==> config.mk <==
export PLATFORM = sky130hd
export DESIGN_NAME = threshold_detector
export DESIGN_NICKNAME = d
export VERILOG_FILES = /design/src/rtl/threshold_detector.sv
export SDC_FILE = /design/constraint.sdc
export NUM_CORES = 1
export LEC_CHECK = 0
export CORE_MARGIN = 2
export CORE_UTILIZATION = 54
export CTS_BUF_LIST = sky130_fd_sc_hd__clkbuf_2
export DETAILED_ROUTE_END_ITERATION = 8
export HOLD_SLACK_MARGIN = 0.1
export PLACE_DENSITY_LB_ADDON = 0.1
export SLEW_MARGIN = 20
export SYNTH_ARGS = -nofsm -noshare
export SYNTH_HDL_FRONTEND = slang
export SYNTH_SLANG_ARGS = --single-unit
==> constraint.sdc <==
create_clock -name clk -period 5.5 [get_ports clk]
set_clock_uncertainty 0.05 [all_clocks]
set_input_delay 0.825 -clock clk [delete_from_list [all_inputs] [get_ports clk]]
set_output_delay 0.825 -clock clk [all_outputs]
set_load 0.01 [all_outputs]
==> src/rtl/threshold_detector.sv <==
// threshold_detector
// Hysteresis detector on a signed sample stream. An event is declared after
// ON_COUNT consecutive valid samples above thresh_high and released after
// OFF_COUNT consecutive valid samples below thresh_low. Each finished event
// reports its peak sample and bumps a saturating event counter.
module threshold_detector #(
  parameter int DIN_WIDTH = 32,
  parameter int DIN_POINT = 31,  // informational; thresholds share the format
  parameter int ON_COUNT  = 4,
  parameter int OFF_COUNT = 8,
  parameter int CNT_WIDTH = 16
) (
  input  logic                 clk,
  input  logic                 rst,          // asynchronous, active-low
  input  logic [DIN_WIDTH-1:0] din,
  input  logic                 din_valid,
  input  logic [DIN_WIDTH-1:0] thresh_high,
  input  logic [DIN_WIDTH-1:0] thresh_low,
  output logic                 detect,
  output logic                 detect_start,
  output logic                 detect_end,
  output logic [DIN_WIDTH-1:0] peak_value,
  output logic                 peak_valid,
  output logic [CNT_WIDTH-1:0] event_count
);

  localparam int MAX_RUN = (ON_COUNT > OFF_COUNT) ? ON_COUNT : OFF_COUNT;
  localparam int RUN_W   = $clog2(MAX_RUN) + 1;
  localparam logic [RUN_W-1:0] ON_LIM  = RUN_W'(ON_COUNT);
  localparam logic [RUN_W-1:0] OFF_LIM = RUN_W'(OFF_COUNT);

  typedef enum logic [1:0] {
    IDLE      = 2'd0,
    ARMING    = 2'd1,
    ACTIVE    = 2'd2,
    RELEASING = 2'd3
  } state_t;

  state_t               state_reg, state_next;
  logic [RUN_W-1:0]     run_reg, run_next;
  logic [DIN_WIDTH-1:0] peak_reg, peak_next;
  logic [DIN_WIDTH-1:0] peak_value_reg, peak_value_next;
  logic [CNT_WIDTH-1:0] event_count_reg, event_count_next;
  logic                 detect_reg, detect_next;
  logic                 start_reg, start_next;
  logic                 end_reg, end_next;

  logic                 above;
  logic                 below;
  logic [DIN_WIDTH-1:0] peak_max;
  logic [RUN_W-1:0]     run_inc;

  // Signed sample classification and running-maximum candidate
  always_comb begin
    above    = $signed(din) > $signed(thresh_high);
    below    = $signed(din) < $signed(thresh_low);
    peak_max = ($signed(din) > $signed(peak_reg)) ? din : peak_reg;
    run_inc  = run_reg + RUN_W'(1);
  end

  // Next-state, run counter, peak tracking and output decisions
  always_comb begin
    state_next       = state_reg;
    run_next         = run_reg;
    peak_next        = peak_reg;
    peak_value_next  = peak_value_reg;
    event_count_next = event_count_reg;
    start_next       = 1'b0;
    end_next         = 1'b0;

    if (din_valid) begin
      case (state_reg)
        IDLE: begin
          if (above) begin
            peak_next = din;
            if (ON_COUNT == 1) begin
              state_next = ACTIVE;
              run_next   = '0;
              start_next = 1'b1;
            end else begin
              state_next = ARMING;
              run_next   = RUN_W'(1);
            end
          end
        end
        ARMING: begin
          if (above) begin
            peak_next = peak_max;
            if (run_inc == ON_LIM) begin
              state_next = ACTIVE;
              run_next   = '0;
              start_next = 1'b1;
            end else begin
              run_next = run_inc;
            end
          end else begin
            state_next = IDLE;
            run_next   = '0;
          end
        end
        ACTIVE: begin
          peak_next = peak_max;
          if (below) begin
            if (OFF_COUNT == 1) begin
              state_next       = IDLE;
              run_next         = '0;
              end_next         = 1'b1;
              peak_value_next  = peak_max;
              event_count_next = (&event_count_reg) ? event_count_reg
                                                    : event_count_reg + CNT_WIDTH'(1);
            end else begin
              state_next = RELEASING;
              run_next   = RUN_W'(1);
            end
          end
        end
        RELEASING: begin
          peak_next = peak_max;
          if (below) begin
            if (run_inc == OFF_LIM) begin
              state_next       = IDLE;
              run_next         = '0;
              end_next         = 1'b1;
              peak_value_next  = peak_max;
              event_count_next = (&event_count_reg) ? event_count_reg
                                                    : event_count_reg + CNT_WIDTH'(1);
            end else begin
              run_next = run_inc;
            end
          end else begin
            // samples between the thresholds keep the event alive
            state_next = ACTIVE;
            run_next   = '0;
          end
        end
        default: begin
          state_next = IDLE;
          run_next   = '0;
        end
      endcase
    end

    detect_next = (state_next == ACTIVE) || (state_next == RELEASING);
  end

  // State and registered outputs; reset clears everything immediately
  always_ff @(posedge clk or negedge rst) begin
    if (!rst) begin
      state_reg       <= IDLE;
      run_reg         <= '0;
      peak_reg        <= '0;
      peak_value_reg  <= '0;
      event_count_reg <= '0;
      detect_reg      <= 1'b0;
      start_reg       <= 1'b0;
      end_reg         <= 1'b0;
    end else begin
      state_reg       <= state_next;
      run_reg         <= run_next;
      peak_reg        <= peak_next;
      peak_value_reg  <= peak_value_next;
      event_count_reg <= event_count_next;
      detect_reg      <= detect_next;
      start_reg       <= start_next;
      end_reg         <= end_next;
    end
  end

  assign detect       = detect_reg;
  assign detect_start = start_reg;
  assign detect_end   = end_reg;
  assign peak_valid   = end_reg;
  assign peak_value   = peak_value_reg;
  assign event_count  = event_count_reg;

endmodule

==> results_dict.tcl <==
set metrics [dict create \
    outcome "finished clean" \
    diodes 0 \
    highest_layer "met4" \
    slew_viol_final 0 \
    ys_warn_count 0 \
    startpoint_type "input port" \
    fin_crit_sh_pct 74.3 \
    hp-class "reg2reg" \
    synth_commonest_cells "inv_1, ha_1, dfrtp_1" \
    initial_core_util_pct 55.4 \
    port_buffers 150 \
    grt_pass1_vias 5590 \
    core_area_um2 11500 \
    grt_overflow_total 0 \
    ir_worst_vdd_uv 302 \
    synthMuxAreaShare_pct 11.2 \
    powerDensity_nw_per_um2 298 \
    synth-seq-cells 89 \
    hold_viol 0 \
    crit_path_frequent_cell "or4_1" \
    synth_most_common_cell "inv_1" \
    leakagePower_nw 4.05 \
    setup.worst_path.class "in2reg" \
    final_layout_size_suffix_gt1_share_pct 3.25 \
    ios 151 \
    synth_compound_area_share_pct 12.8 \
    via_per_inst 5.59 \
    rsz0062_at_grt "false" \
    die_x_um 112 \
    crit_slowest_cell "or4_1" \
    yosys.area_share.simple_pct 12.1 \
    num-nets-final 1022 \
    path_cells "clkdlybuf4s50_1 -> ha_1 -> and4_1 -> nand4_1 -> or4_1 -> or4_1 -> o21ai_1 -> mux2i_4 -> o211a_2 -> mux2_1" \
    syn_avg_cell_area_um2 9.39 \
    synth_area_leaders "dfrtp_1, ha_1, inv_1" \
    dr.pass1.iters 4 \
    wl_met1_um 6810 \
    die_h_um 112 \
    slew_headroom_pct 36.0 \
    clk-insertion-delay-late_ps 640 \
    vias 5444 \
    path_max_fanout 32 \
    synthCells 677 \
    dr_wl_met3_um 766 \
    power_mw 2.41 \
    path_buf_inv 1 \
    grt_usage_pct 25.6 \
    num-fill-cells 921 \
    gp_congestion 0.910 \
    synth_ff_type "dfrtp_1" \
    drv_cap 0 \
    ys_types 53 \
    clkTransAtPathRegs_ps 220 \
    area_growth_pct 27.4 \
    drtIter0Drc 264 \
    dp_hpwl_um 12500 \
    synth_top_family_by_area "adder cells" \
    grt_pass1_wl_um 26200 \
    htreeDepth 3 \
    synth_area_um2 6360 \
    clockRootBuffer "clkbuf_2" \
    ctsResizeCount 0 \
    cts_tree "built" \
    cpPeakStageDelay_ps 580 \
    finalSetupTns_ps 0 \
    arrival_ps 4550 \
    fmaxAchievable_mhz 245 \
    dieArea_um2 12700 \
    finalSetupViolations 0 \
    ys_seq_area_share_pct 35.0 \
    drt-wirelength-per-cell_um 16.1 \
    num_rows 39 \
    crit_family "simple AND/OR/NAND/NOR gates" \
    wl_met2_um 7820 \
    post-route-min-period_ps 4090 \
    grt_max_degree 52 \
    critPathRequiredTime_ps 5960 \
    worst_pin_slew_ps 960 \
    synth_nets 873 \
    synth_edf_count 0 \
    synth_top_area_cell "dfrtp_1" \
    drt_wl_total_um 15700 \
    numCtsBuffers 9 \
    synthAdderAreaFrac_pct 19.1 \
    drc_errors 0 \
    ant_nets 0 \
    cts_sinks 89 \
    grt_antenna_before_repair 0 \
    synthXorXnorAreaFrac_pct 2.07 \
    end_kind "flip-flop" \
    async_reset_ff_share_pct 100 \
    clockBufferDepth 2 \
    synth.top_cell.area_share_pct 35.0 \
]
stage by stage:
stage | cells | setup slack, ps | utilization [%] | instance area, um2 | hold WS [ps]
final | 974 | 1410 | 70.6 | 8100 | 456
after global routing | 974 | 1320 | 70.6 | 8100 | 483
after CTS | 974 | 1470 | 70.6 | 8100 | 466
after detailed placement | 957 | 803 | 69.7 | 7990 | 419
after global placement | 957 | 931 | 69.7 | 7990 | 416
after floorplan | 677 | 1810 | - | 6360 | 430
worst min-delay path: stages, from the launching register on:
cell and delay (ps):
dfrtp_1 390, nand2_1 40, o21ai_0 60
timing repair:
action	CTS	global route
endpoints found under the hold margin	38	0
hold buffers	1	0
buffers inserted	0	0
layout by cell type (no fill, tap or decap), types with 3 or more instances in the layout:
| master | n |
|---|---|
| a21oi_1 | 39 |
| a31oi_1 | 3 |
| clkdlybuf4s50_1 | 149 |
| and4_1 | 7 |
| nor2b_1 | 4 |
| mux2_2 | 3 |
| a221oi_1 | 5 |
| o31ai_1 | 4 |
| mux2i_1 | 33 |
| dfrtp_1 | 89 |
| nor3_1 | 3 |
| clkbuf_2 | 9 |
| buf_4 | 5 |
| ha_1 | 97 |
| nand2b_1 | 5 |
| a21o_1 | 13 |
| nor4_1 | 8 |
| or4_1 | 3 |
| o21ai_0 | 47 |
| xnor2_1 | 8 |
| inv_1 | 104 |
| nand3_1 | 9 |
| clkinv_2 | 3 |
| nand4_1 | 20 |
| and3_1 | 3 |
| nand2_1 | 65 |
| nor2_1 | 18 |
| xor2_1 | 7 |
| mux2_1 | 30 |
kinds of logic after synthesis:
family	count (synthesis)
mux	67
flops	89
fa+ha+maj	97
simple gates	153
compound gates	134
buf+inv	122
xor+xnor	15
worst paths after layout:
path	to	from	slack [ps]	cells past startpoint
setup reg to reg	peak_reg[29]	peak_reg[31]	1720	10
setup / recovery	peak_reg[29]	din[31]	1410	10
min in group asynchronous	peak_reg[24]	rst	610	2
hold / removal	peak_value[7]	peak_value[7]	460	2
max in group asynchronous	peak_value[7]	rst	3720	3
hold reg to reg	peak_value[7]	peak_value[7]	460	2
cell type report:
type	instances	area (um2)	share of cell area, %
well taps	143	179	2.21
inverters	105	394	4.87
clock inverters	7	52.6	0.649
clock buffers	9	45.0	0.556
multi-input cells	466	3660	45.2
flip-flops and latches	89	2230	27.5
repair buffers	155	1540	19.0
power breakdown:
part	leakage, nW	internal (mW)	switching, mW	total (mW)
Clock	0.0683	0.0650	0.249	0.314
Combinational	2.83	0.573	0.600	1.17
Sequential	1.15	0.805	0.122	0.927
per-layer routing:
metal  GRT usage [%]  up-vias
li1                -     2680
met1            31.9     2586
met2            45.1      153
met3            4.48       25
met4            8.62        0
met5               0        -
(Power assumes the default switching activity.)
